File: config.mk
export PLATFORM = sky130hd
export DESIGN_NAME = prog_loader
export DESIGN_NICKNAME = d
export VERILOG_FILES = /design/src/rtl/prog_loader_pkg.sv /design/src/rtl/prog_loader_encoder.sv /design/src/rtl/prog_loader.sv
export SDC_FILE = /design/constraint.sdc
export NUM_CORES = 1
export LEC_CHECK = 0
export ABC_AREA = 1
export CORE_UTILIZATION = 34
export DETAILED_ROUTE_END_ITERATION = 8
export REMOVE_ABC_BUFFERS = 1
export SLEW_MARGIN = 15
export SYNTH_ARGS = -nofsm -noshare
export SYNTH_HDL_FRONTEND = slang
export SYNTH_SLANG_ARGS = --single-unit
File: constraint.sdc
create_clock -name Clk -period 1.6 [get_ports Clk]
set_input_delay 0.24 -clock Clk [delete_from_list [all_inputs] [get_ports Clk]]
set_output_delay 0.24 -clock Clk [all_outputs]
set_load 0.02 [all_outputs]
File: src/rtl/prog_loader_pkg.sv
// Shared opcode map, loader state type and the instruction encode helper.
package prog_loader_pkg;

   typedef enum logic [2:0] {LW, SW, SET, BNE, PAR, ADD, XOR, LSOR} op_mne;

   localparam logic [2:0] kLSW  = 3'b000;
   localparam logic [2:0] kSET  = 3'b010;
   localparam logic [2:0] kBNE  = 3'b011;
   localparam logic [2:0] kPAR  = 3'b100;
   localparam logic [2:0] kADD  = 3'b101;
   localparam logic [2:0] kXOR  = 3'b110;
   localparam logic [2:0] kLSOR = 3'b111;

   localparam int kLSW_SW_BIT = 5;

   localparam logic [1:0] kErrNone     = 2'b00;
   localparam logic [1:0] kErrOperand  = 2'b01;
   localparam logic [1:0] kErrOverflow = 2'b10;

   typedef enum logic [1:0] {IDLE, LOAD, DONE, ERR} loader_state;

   // LW and SW share one opcode; the store flag lives in the top operand bit.
   function automatic logic [8:0] encode_instr(op_mne op, logic [5:0] operand);
      logic [8:0] word;
      word = {kLSW, operand};
      case (op)
         LW: begin
            word = {kLSW, operand};
            word[kLSW_SW_BIT] = 1'b0;
         end
         SW: begin
            word = {kLSW, operand};
            word[kLSW_SW_BIT] = 1'b1;
         end
         SET:     word = {kSET, operand};
         BNE:     word = {kBNE, operand};
         PAR:     word = {kPAR, operand};
         ADD:     word = {kADD, operand};
         XOR:     word = {kXOR, operand};
         LSOR:    word = {kLSOR, operand};
         default: word = {kLSW, operand};
      endcase
      return word;
   endfunction

endpackage

File: src/rtl/prog_loader_encoder.sv
// instr_encoder: mnemonic + operand to 9-bit machine word, purely combinational.
// Flags LW/SW operands that do not fit the 5-bit address field.
module instr_encoder
   import prog_loader_pkg::*;
(
   input  op_mne       op,
   input  logic [5:0]  operand,
   output logic [8:0]  word,
   output logic        illegal
);

   always_comb begin
      word    = encode_instr(op, operand);
      illegal = ((op == LW) || (op == SW)) && operand[kLSW_SW_BIT];
   end

endmodule

File: src/rtl/prog_loader.sv
// prog_loader: encodes a handshaked item stream and writes it to instruction memory from address 0.
// Write strobe, address, data and count appear one cycle after the accepting handshake.
// in_ready is a decode of the registered state: high for the whole LOAD session, low otherwise.
module prog_loader
   import prog_loader_pkg::*;
#(
   parameter int A_W = 10
)
(
   input  logic           Clk,
   input  logic           Reset,
   input  logic           Start,
   input  logic           in_valid,
   input  op_mne          in_op,
   input  logic [5:0]     in_operand,
   input  logic           in_last,
   output logic           in_ready,
   output logic           wr_en,
   output logic [A_W-1:0] wr_addr,
   output logic [8:0]     wr_data,
   output logic [A_W:0]   count,
   output logic           done,
   output logic           err,
   output logic [1:0]     err_code
);

   loader_state    state, nextState;
   logic [A_W-1:0] ptr;
   logic [8:0]     encWord;
   logic           encIllegal;
   logic           handshake;
   logic           ptrFull;
   logic           doWrite;
   logic           clrSession;
   logic           setErr;
   logic [1:0]     nextErrCode;

   instr_encoder uEnc (
      .op      (in_op),
      .operand (in_operand),
      .word    (encWord),
      .illegal (encIllegal)
   );

   assign in_ready  = (state == LOAD);
   assign done      = (state == DONE);
   assign err       = (state == ERR);
   assign handshake = in_valid & in_ready;
   assign ptrFull   = &ptr;

   always_ff @(posedge Clk or posedge Reset) begin
      if (Reset) state <= IDLE;
      else       state <= nextState;
   end

   always_comb begin
      nextState   = state;
      doWrite     = 1'b0;
      clrSession  = 1'b0;
      setErr      = 1'b0;
      nextErrCode = kErrNone;
      case (state)
         IDLE, DONE, ERR: begin
            if (Start) begin
               nextState  = LOAD;
               clrSession = 1'b1;
            end
         end
         LOAD: begin
            if (handshake) begin
               if (encIllegal) begin
                  nextState   = ERR;
                  setErr      = 1'b1;
                  nextErrCode = kErrOperand;
               end else begin
                  doWrite = 1'b1;
                  // A last item wins over a full memory: the final word still fits.
                  if (in_last) begin
                     nextState = DONE;
                  end else if (ptrFull) begin
                     nextState   = ERR;
                     setErr      = 1'b1;
                     nextErrCode = kErrOverflow;
                  end
               end
            end
         end
         default: nextState = IDLE;
      endcase
   end

   always_ff @(posedge Clk or posedge Reset) begin
      if (Reset) begin
         ptr      <= '0;
         count    <= '0;
         wr_en    <= 1'b0;
         wr_addr  <= '0;
         wr_data  <= '0;
         err_code <= kErrNone;
      end else begin
         wr_en <= doWrite;
         if (clrSession) begin
            ptr      <= '0;
            count    <= '0;
            err_code <= kErrNone;
         end
         if (doWrite) begin
            wr_addr <= ptr;
            wr_data <= encWord;
            ptr     <= ptr + 1'b1;
            count   <= count + 1'b1;
         end
         if (setErr) err_code <= nextErrCode;
      end
   end

endmodule

# After elaboration in Yosys (flattened, before gate mapping)
# Index checks and enable logic that the tools add are counted.
[word_totals] reg_bits=45 inputBits=14 out_inout_bits=36 word_cells=60
[op_classes] n_addsub=2 n_eq_ne=13 muxes=28 n_bitwise=1 n_reduce_logical=9
[op_table] op="case mux 9 bit (8 select lines)" count=1
[op_table] op="2-to-1 mux 2 bit" count=12
[op_table] op="2-to-1 mux 11 bit" count=2
[op_table] op="2-to-1 mux 10 bit" count=2
[op_table] op="== test 3 bit (second input constant)" count=4
[op_table] op="adder 11 x 1 -> 11 bit (second input constant)" count=1
[op_table] op="adder 10 x 1 -> 10 bit (second input constant)" count=1
[op_table] op="2-to-1 mux 1 bit" count=10
[op_table] op="AND reduction 10 bit" count=1
[op_table] op="== test 3 x 2 -> 1 bit (second input constant)" count=2
[op_table] op="== test 2 bit (second input constant)" count=2
[op_table] op="!= test 4 x 2 -> 1 bit (second input constant)" count=1
[op_table] op="case mux 2 bit (2 select lines)" count=1
[op_table] op="nonzero test 2 bit" count=2
[op_table] op="== test 3 x 1 -> 1 bit (second input constant)" count=1
[op_table] op="zero test 3 bit" count=1
[op_table] op="AND reduction 3 bit" count=1
[op_table] op="OR reduction 3 bit" count=1
[op_table] op="== test 2 x 1 -> 1 bit (second input constant)" count=1
[op_table] op="zero test 2 bit" count=1
[op_table] op="!= test 2 x 1 -> 1 bit (second input constant)" count=1
[op_table] op="!= test 2 bit (second input constant)" count=1
[op_table] op="bitwise AND 1 bit" count=1
[op_table] op="logical AND 1 bit" count=1
[op_table] op="logical OR 1 bit" count=1

# Longest topological paths before layout
# Gate-level depths: netlist of the first run.
[logic_depth] depth_word=7 ltp_mapped=9 depth_no_buf=9

# By module
# A second synthesis of the first run with hierarchy kept.
[hier_totals] hier_cells=278 hier_area_um2=2214.6
[by_module_without_submodules] module="prog_loader" n_inst=1 cells_per_inst=264 area_per_inst_um2=2135.8 seq_area_each_um2=1126.1
[by_module_without_submodules] module="instr_encoder" n_inst=1 cells_per_inst=14 area_per_inst_um2=78.8 seq_area_each_um2=0.0

# Worst setup path before layout of the first run
# OpenSTA, ideal clock, no wires.
[synth_path] path_kind="reg2reg" startpoint="reg count[0]" endpoint="reg count[10]" setup_time_ps=113 t_arrival_ps=1403 path_slack_ps=84 path_stages_with_launch=9 n_path_buf=0 path_cell_list="dfrtp_1 > ha_1 > nand2_1 > nor2_1 > nand2_1 > nor2_2 > nand3_1 > nand2_1 > inv_1"
[synth_via] elab_chain_len=2
[synth_rtl] item="start: declaration" line="prog_loader.sv:21" rtl="output logic [A_W:0] count,"
[synth_rtl] item="start signal: assignment" line="prog_loader.sv:111" rtl="count <= count + 1'b1;"
[synth_rtl] item="adder 11 x 1 -> 11 bit" line="prog_loader.sv:111"
[synth_rtl] item="2-to-1 mux 11 bit" line="prog_loader.sv:107" rtl="if (doWrite) begin"
# Every way passes these cells.
# A chain may end at the register's enable or synchronous reset.

# Final worst setup path of the first run
[layout_path] startpoint="reg count[4]" endpoint="out count[4]"
# No word-level cell between the ends.

==> metrics.md, run 1 <==
| Metric | Value |
|---|---|
| Outcome | complete, no violations |
| Most common cell after layout, fill and taps aside | nand2_1 |
| Wire per inst | 11.8 um |
| Crit. End Element | output port |
| Final WS setup | 0.0327 ns |
| Synthesized flop and latch total | 45 |
| Antenna-violating nets left | 0 |
| Syn Area/Cell | 8.31 um2 |
| Clock-pin slew on the worst setup and hold paths | 0.08 ns |
| Initial antenna violation count | 0 |
| Max Cap Viol | 0 |
| Worst R2R Path Depth | 8 |
| Final setup fails | 0 |
| Clock skew | 0.00581 ns |
| Top post-synthesis cells by area | dfrtp_1, nand2_1, o21ai_0 |
| Longest Clk Path Bufs | 2 |
| Crit Path Max Fanout | 3 |
| Slowest stage delay, CP | 0.63 ns |
| Die height | 81.7 um |
| Crit start category | register |
| Detailed placement HPWL | 3500 um |
| Hold violation total from the final report | 0 |
| Fin Setup TNS | 0 ns |
| Place WS | -0.0686 ns |
| Post-Syn Instances | 260 |
| Vias in the first global route | 1,821 |
| DR vias | 1,872 |
| Most frequent cells in the layout | nand2_1, dfrtp_1, clkdlybuf4s50_1 |
| Nets | 342 |
| Post-synthesis sequential area ratio | 0.521 |
| Layout area overhead | 36.7% |
| CTS tree | built |
| N_diodes | 0 |
| Reg2reg start | ptr[1]$_DFFE_PP0P_ |
| Gpl congestion | 0.806 |
| First-pass GRT wire length | 8030 um |
| Area share of the largest cell type after synthesis | 0.521 |
| Tmin final | 1.57 ns |
| Pleak | 1.44 nW |
| Largest net degree at the start of global routing | 34 |
| Reg-to-reg slack, setup | 0.16 ns |
| H-tree levels | 2 |
| Grt total ovfl | 0 |
| Die ar. | 0.00667 mm2 |
| Synth area leader | dfrtp_1 |
| # clock sinks | 45 |
| Resized Gates After CTS | 8 |
| Peak VDD IR | 0.000605 V |
| Syn Std Cell Area | 0.00216 mm2 |
| CP cell instances | clkdlybuf4s50_1 |
| CP Buf/Inv Count | 1 |
| Placed Area | 0.00284 mm2 |
| CTS Root Cell | clkbuf_8 |
| Fin. max-slew vios | 0 |
| Placed insts | 394 |
| WL final | 4720 um |
| Number of placement rows | 28 |
| Tcrit/Tclk final | 0.980 |
| Crit path DAT | 1.33 ns |
| DRC Markers | 0 |
| Finished Layout Cells | 401 |
| Critical path type | reg2out |
| Clk_lat worst skew | 0.29 ns |
| Slew margin rel. | 0.794 |
| Reg2reg end | state[0]$_DFFE_PP0P_ |
| Hold buffer count at CTS | 0 |
| Share of layout cells above drive strength 1 | 0.135 |
| End-of-flow core utilization | 0.490 |
| Ys Warns | 0 |
| Netlist cell types | 29 |
| Slew @ Worst Pin | 0.309 ns |
| Fmax | 638 MHz |
| Critical path required time | 1.36 ns |
| Final instance area | 0.00295 mm2 |
| CP max stage cell | clkdlybuf4s50_1 |
| Total CTS buffers | 5 |
| Iter 0 DRT Violations | 141 |
| GR Util All Layers | 0.158 |
| P per Cell Area | 1300 mW/mm2 |
| Core Box Area | 0.00603 mm2 |
| Die width | 81.7 um |
| PortBufs | 49 |
| Post-CTS setup buffers | 0 |
| Via-per-instance ratio | 4.67 |
| Initial Utilization | 0.358 |
| DRT Pass-1 Iters | 4 |
| RSZ-0062 raised after global routing | false |
| Crit path max-delay family | buffers and inverters |
| I/O pin count | 50 |
| Min-delay worst type | in2async |
logic make-up after synthesis:
group,Yosys count,share of synthesized area
simple gates,143,0.305
flops,45,0.521
compound gates,35,0.0863
buf+inv,33,0.0678
xor+xnor,2,0.00811
fa+ha+maj,2,0.0116
metrics by stage:
| step | hold WS (ns) | power [mW] |
|---|---|---|
| finish | 0.207 | 3.83 |
| global route | 0.221 | 4.11 |
| CTS | 0.216 | 3.88 |
| detailed placement | 0.470 | 3.21 |
| global placement | 0.463 | 3.19 |
| floorplan | 0.350 | 2.41 |
power by group:
| part | internal [mW] | switching, mW |
|---|---|---|
| Clock | 0.343 | 0.363 |
| Sequential | 1.36 | 0.176 |
| Combinational | 0.687 | 0.897 |
| Total | 2.39 | 1.44 |
sequential cells by signal (all words and copies together), names as in the netlist:
signal,count
wr_addr,10
wr_en,1
ptr,10
state,2
wr_data,9
count,11
err_code,2
layer usage:
metal  vias up  track usage  routed length (um)
met5         -            0                   0
met1       861        0.206                2290
li1        958            -                   -
met2        46        0.265                2150
met4         0       0.0579                  67
met3         7       0.0267                 212
Yosys cell counts:
| master | count |
|---|---|
| a21oi_1 | 6 |
| a21oi_2 | 1 |
| and2_1 | 1 |
| buf_2 | 3 |
| buf_4 | 1 |
| buf_6 | 2 |
| dfrtp_1 | 45 |
| ha_1 | 2 |
| inv_1 | 26 |
| inv_2 | 1 |
| nand2_1 | 85 |
| nand2_2 | 1 |
| nand2_4 | 4 |
| nand3_1 | 15 |
| nand3_2 | 1 |
| nand4_1 | 3 |
| nor2_1 | 23 |
| nor2_2 | 1 |
| nor2_4 | 3 |
| nor2_8 | 1 |
| nor3_1 | 3 |
| nor3_2 | 1 |
| o21ai_0 | 20 |
| o21ai_1 | 3 |
| o22ai_1 | 4 |
| o31ai_1 | 1 |
| or2_2 | 1 |
| xnor2_1 | 1 |
| xor2_1 | 1 |
worst max-delay path by stage:
stage,cells past startpoint,startpoint,to,slack (ns)
after floorplan,8,count[0]$_DFFE_PP0P_,count[10]$_DFFE_PP0P_,0.08
after global placement,7,in_op[1],ptr[1]$_DFFE_PP0P_,-0.04
after detailed placement,8,in_op[1],ptr[2]$_DFFE_PP0P_,-0.07
after CTS,1,count[3]$_DFFE_PP0P_,count[3],0.02
after global routing,1,count[6]$_DFFE_PP0P_,count[6],0.007
final,1,count[4]$_DFFE_PP0P_,count[4],0.03
cell type report:
cell class                 instances  area (um2)
timing repair buffer              65         634
inverter                          27         101
tap                               75        93.8
fill                             602        3070
clock buffer                       7        86.3
sequential                        45        1130
multi-input combinational        182         907
Note: power is estimated with default switching activity, not from simulation.
==> run 2, diff against run 1 <==
Settings changed: ABC_AREA 1 to 0.
==> metrics.md, run 2 <==
| Metric | Value |
|---|---|
| Most frequent cells in the layout | nand2_1, dfrtp_1, clkdlybuf4s50_1 |
| Register area | 0.00113 mm2 (-0.22%) |
| Gpl congestion | 0.812 (+0.74%) |
| Final WS setup | 0.0423 ns (+0.00960 ns) |
| Outcome | complete, no violations |
| Tcrit/Tclk final | 0.974 (-0.00600) |
| Top post-synthesis cells by area | dfrtp_1, nand2_1, o21ai_0 |
| CTS Root Cell | clkbuf_8 |
| Max reg flops | 11 (unchanged) |
| Fin. max-slew vios | 0 (unchanged) |
| # clock sinks | 45 (unchanged) |
| Vias in the first global route | 1,601 (-12%) |
| Area share of the largest cell type after synthesis | 0.558 (+0.0365) |
| Most common cell after layout, fill and taps aside | nand2_1 |
| H-tree levels | 2 (unchanged) |
| DRC Markers | 0 (unchanged) |
| Post-synthesis sequential area ratio | 0.558 (+0.0365) |
| Detailed placement HPWL | 3470 um (-1.0%) |
| Clock skew | 0.00931 ns (+0.00350 ns) |
| Top-count cell post-synth | nand2_1 |
| Largest Register | count |
| Crit. End Element | output port |
| Reg2reg start | state[1]$_DFFE_PP0P_ |
| Min-delay worst type | in2async |
| N_diodes | 0 (unchanged) |
| Hold buffer count at CTS | 0 (unchanged) |
| P per Cell Area | 1110 mW/mm2 (-14%) |
| Crit Path Max Fanout | 4 (+1) |
| Multi-input logic area | 826 um2 (-9.0%) |
| Slew margin rel. | 0.738 (-0.0562) |
| CP Buf/Inv Count | 1 (unchanged) |
| Crit path DAT | 1.32 ns (about the same) |
| Synthesized flop and latch total | 45 (unchanged) |
| Max Cap Viol | 0 (unchanged) |
| Biggest regs | count (11), ptr (10), wr_addr (10) |
| Synth area leader | dfrtp_1 |
| Die width | 79.0 um (-3.2%) |
| CTS tree | built |
| Via-per-instance ratio | 4.88 (+4.5%) |
| Clock-pin slew on the worst setup and hold paths | 0.08 ns (about the same) |
| PortBufs | 49 (unchanged) |
| Initial Utilization | 0.360 (+0.00150) |
| Hold WS | 0.235 ns (+0.0280 ns) |
| Slowest stage delay, CP | 0.62 ns (about the same) |
| Die height | 79.0 um (-3.2%) |
| Fmax | 642 MHz (+0.62%) |
| Crit start category | register |
| Ys flop type | dfrtp_1 |
| WL final | 4690 um (-0.74%) |
| Total CTS buffers | 5 (unchanged) |
| Number of placement rows | 27 (-3.6%) |
| Synth async-reset ratio | 1.00 (unchanged) |
| CP max stage cell | clkdlybuf4s50_1 |
| Place WS | -0.215 ns (-0.146 ns) |
| RSZ-0062 raised after global routing | false |
| Post-Syn Instances | 212 (-18%) |
| Core Box Area | 0.00561 mm2 (-6.9%) |
| Critical path required time | 1.36 ns (about the same) |
| Post-synth top cells | nand2_1, dfrtp_1, o21ai_0 |
| Iter 0 DRT Violations | 124 (-12%) |
| Antenna-violating nets left | 0 (unchanged) |
| EDFF count, synth | 0 (unchanged) |
| Grt total ovfl | 0 (unchanged) |
| Die ar. | 0.00625 mm2 (-6.4%) |
| Longest Clk Path Bufs | 2 (unchanged) |
| Critical path type | reg2out |
| Layout area overhead | 41.4% |
| Fin Setup TNS | 0 ns (unchanged) |
| Slew @ Worst Pin | 0.393 ns (+0.0841 ns) |
| First-pass GRT wire length | 7940 um (-1.1%) |
| Final setup fails | 0 (unchanged) |
| CP cell instances | clkdlybuf4s50_1 |
| Initial antenna violation count | 0 (unchanged) |
| Hold violation total from the final report | 0 (unchanged) |
| Ys Warns | 0 (unchanged) |
| DR vias | 1,747 (-6.7%) |
| Pleak | 1.41 nW (-2.2%) |
| Crit path max-delay family | buffers and inverters |
| DRT Pass-1 Iters | 4 (unchanged) |
| I/O pin count | 50 (unchanged) |
| Tmin final | 1.56 ns (-0.00960 ns) |
| Post-CTS setup buffers | 0 (unchanged) |
| Share of layout cells above drive strength 1 | 0.136 (+0.00139) |
| Critical path origin | count[4]$_DFFE_PP0P_ |
| Largest net degree at the start of global routing | 18 (-47%) |
| Syn Area/Cell | 9.52 um2 (+15%) |
| Syn Std Cell Area | 0.00202 mm2 (-6.5%) |
| Nets | 302 (-12%) |
| Clk_lat worst skew | 0.30 ns (about the same) |
| Peak VDD IR | 0.000497 V (-18%) |
| Netlist cell types | 34 (+17%) |
| # fillers | 563 (-6.5%) |
| GR Util All Layers | 0.168 (+0.00905) |
| Wire per inst | 13.1 um (+11%) |
run 2: final cells by class:
cell class | instances | area share
Clock buffer | 7 | 0.0303
Sequential cell | 45 | 0.395
Multi-Input combinational cell | 155 | 0.289
Inverter | 5 | 0.00746
Timing Repair Buffer | 74 | 0.246
Tap cell | 72 | 0.0316
run 2: cell families (layout without fill, tap and decap cells):
family / Yosys count / count (layout) / share of synthesized area
fa+ha+maj: 2 / 2 / 0.0124
flops: 45 / 45 / 0.558
simple gates: 112 / 112 / 0.256
xor+xnor: 1 / 1 / 0.00434
buf+inv: 12 / 86 / 0.0335
compound gates: 35 / 35 / 0.111
mux: 5 / 5 / 0.0248
run 2: worst paths after layout:
| check | end | slack (ns) | cells after the start |
|---|---|---|---|
| min in group Clk | wr_data[3]$_DFFE_PP0P_ | 0.46 | 3 |
| max in group asynchronous | count[9]$_DFFE_PP0P_ | 0.94 | 3 |
| min reg2reg | wr_addr[7]$_DFFE_PP0P_ | 0.47 | 2 |
| max reg2reg | count[9]$_DFFE_PP0P_ | 0.18 | 4 |
| min | count[3]$_DFFE_PP0P_ | 0.23 | 2 |
| max | count[4] | 0.04 | 1 |
run 2: layer usage:
metal  GRT usage  up-vias  routed length, um
met5           0        -                  0
met4      0.0600        0                 65
met3      0.0529        6                253
met2       0.245       43               2080
met1       0.232      822               2290
li1            -      876                  -
run 2: timing repair:
item | CTS | global route
pin swaps | 0 | 0
resized for setup | 7 | 5
endpoints found under the setup margin | 7 | 7
run 2: metrics by stage:
| stage | cells | instance area, um2 | total power, mW | utilization |
|---|---|---|---|---|
| floorplan | 205 | 1970 | 1.92 | - |
| global placement | 351 | 2770 | 2.50 | 0.493 |
| global route | 358 | 2850 | 3.40 | 0.509 |
| detailed placement | 351 | 2770 | 2.51 | 0.493 |
| CTS | 358 | 2840 | 3.23 | 0.507 |
| finish | 358 | 2850 | 3.17 | 0.509 |
run 2: where the power goes:
part | leakage, nW | internal [mW] | switching (mW)
combinational | 0.766 | 0.491 | 0.548
clock | 0.0443 | 0.343 | 0.371
sequential | 0.599 | 1.30 | 0.112
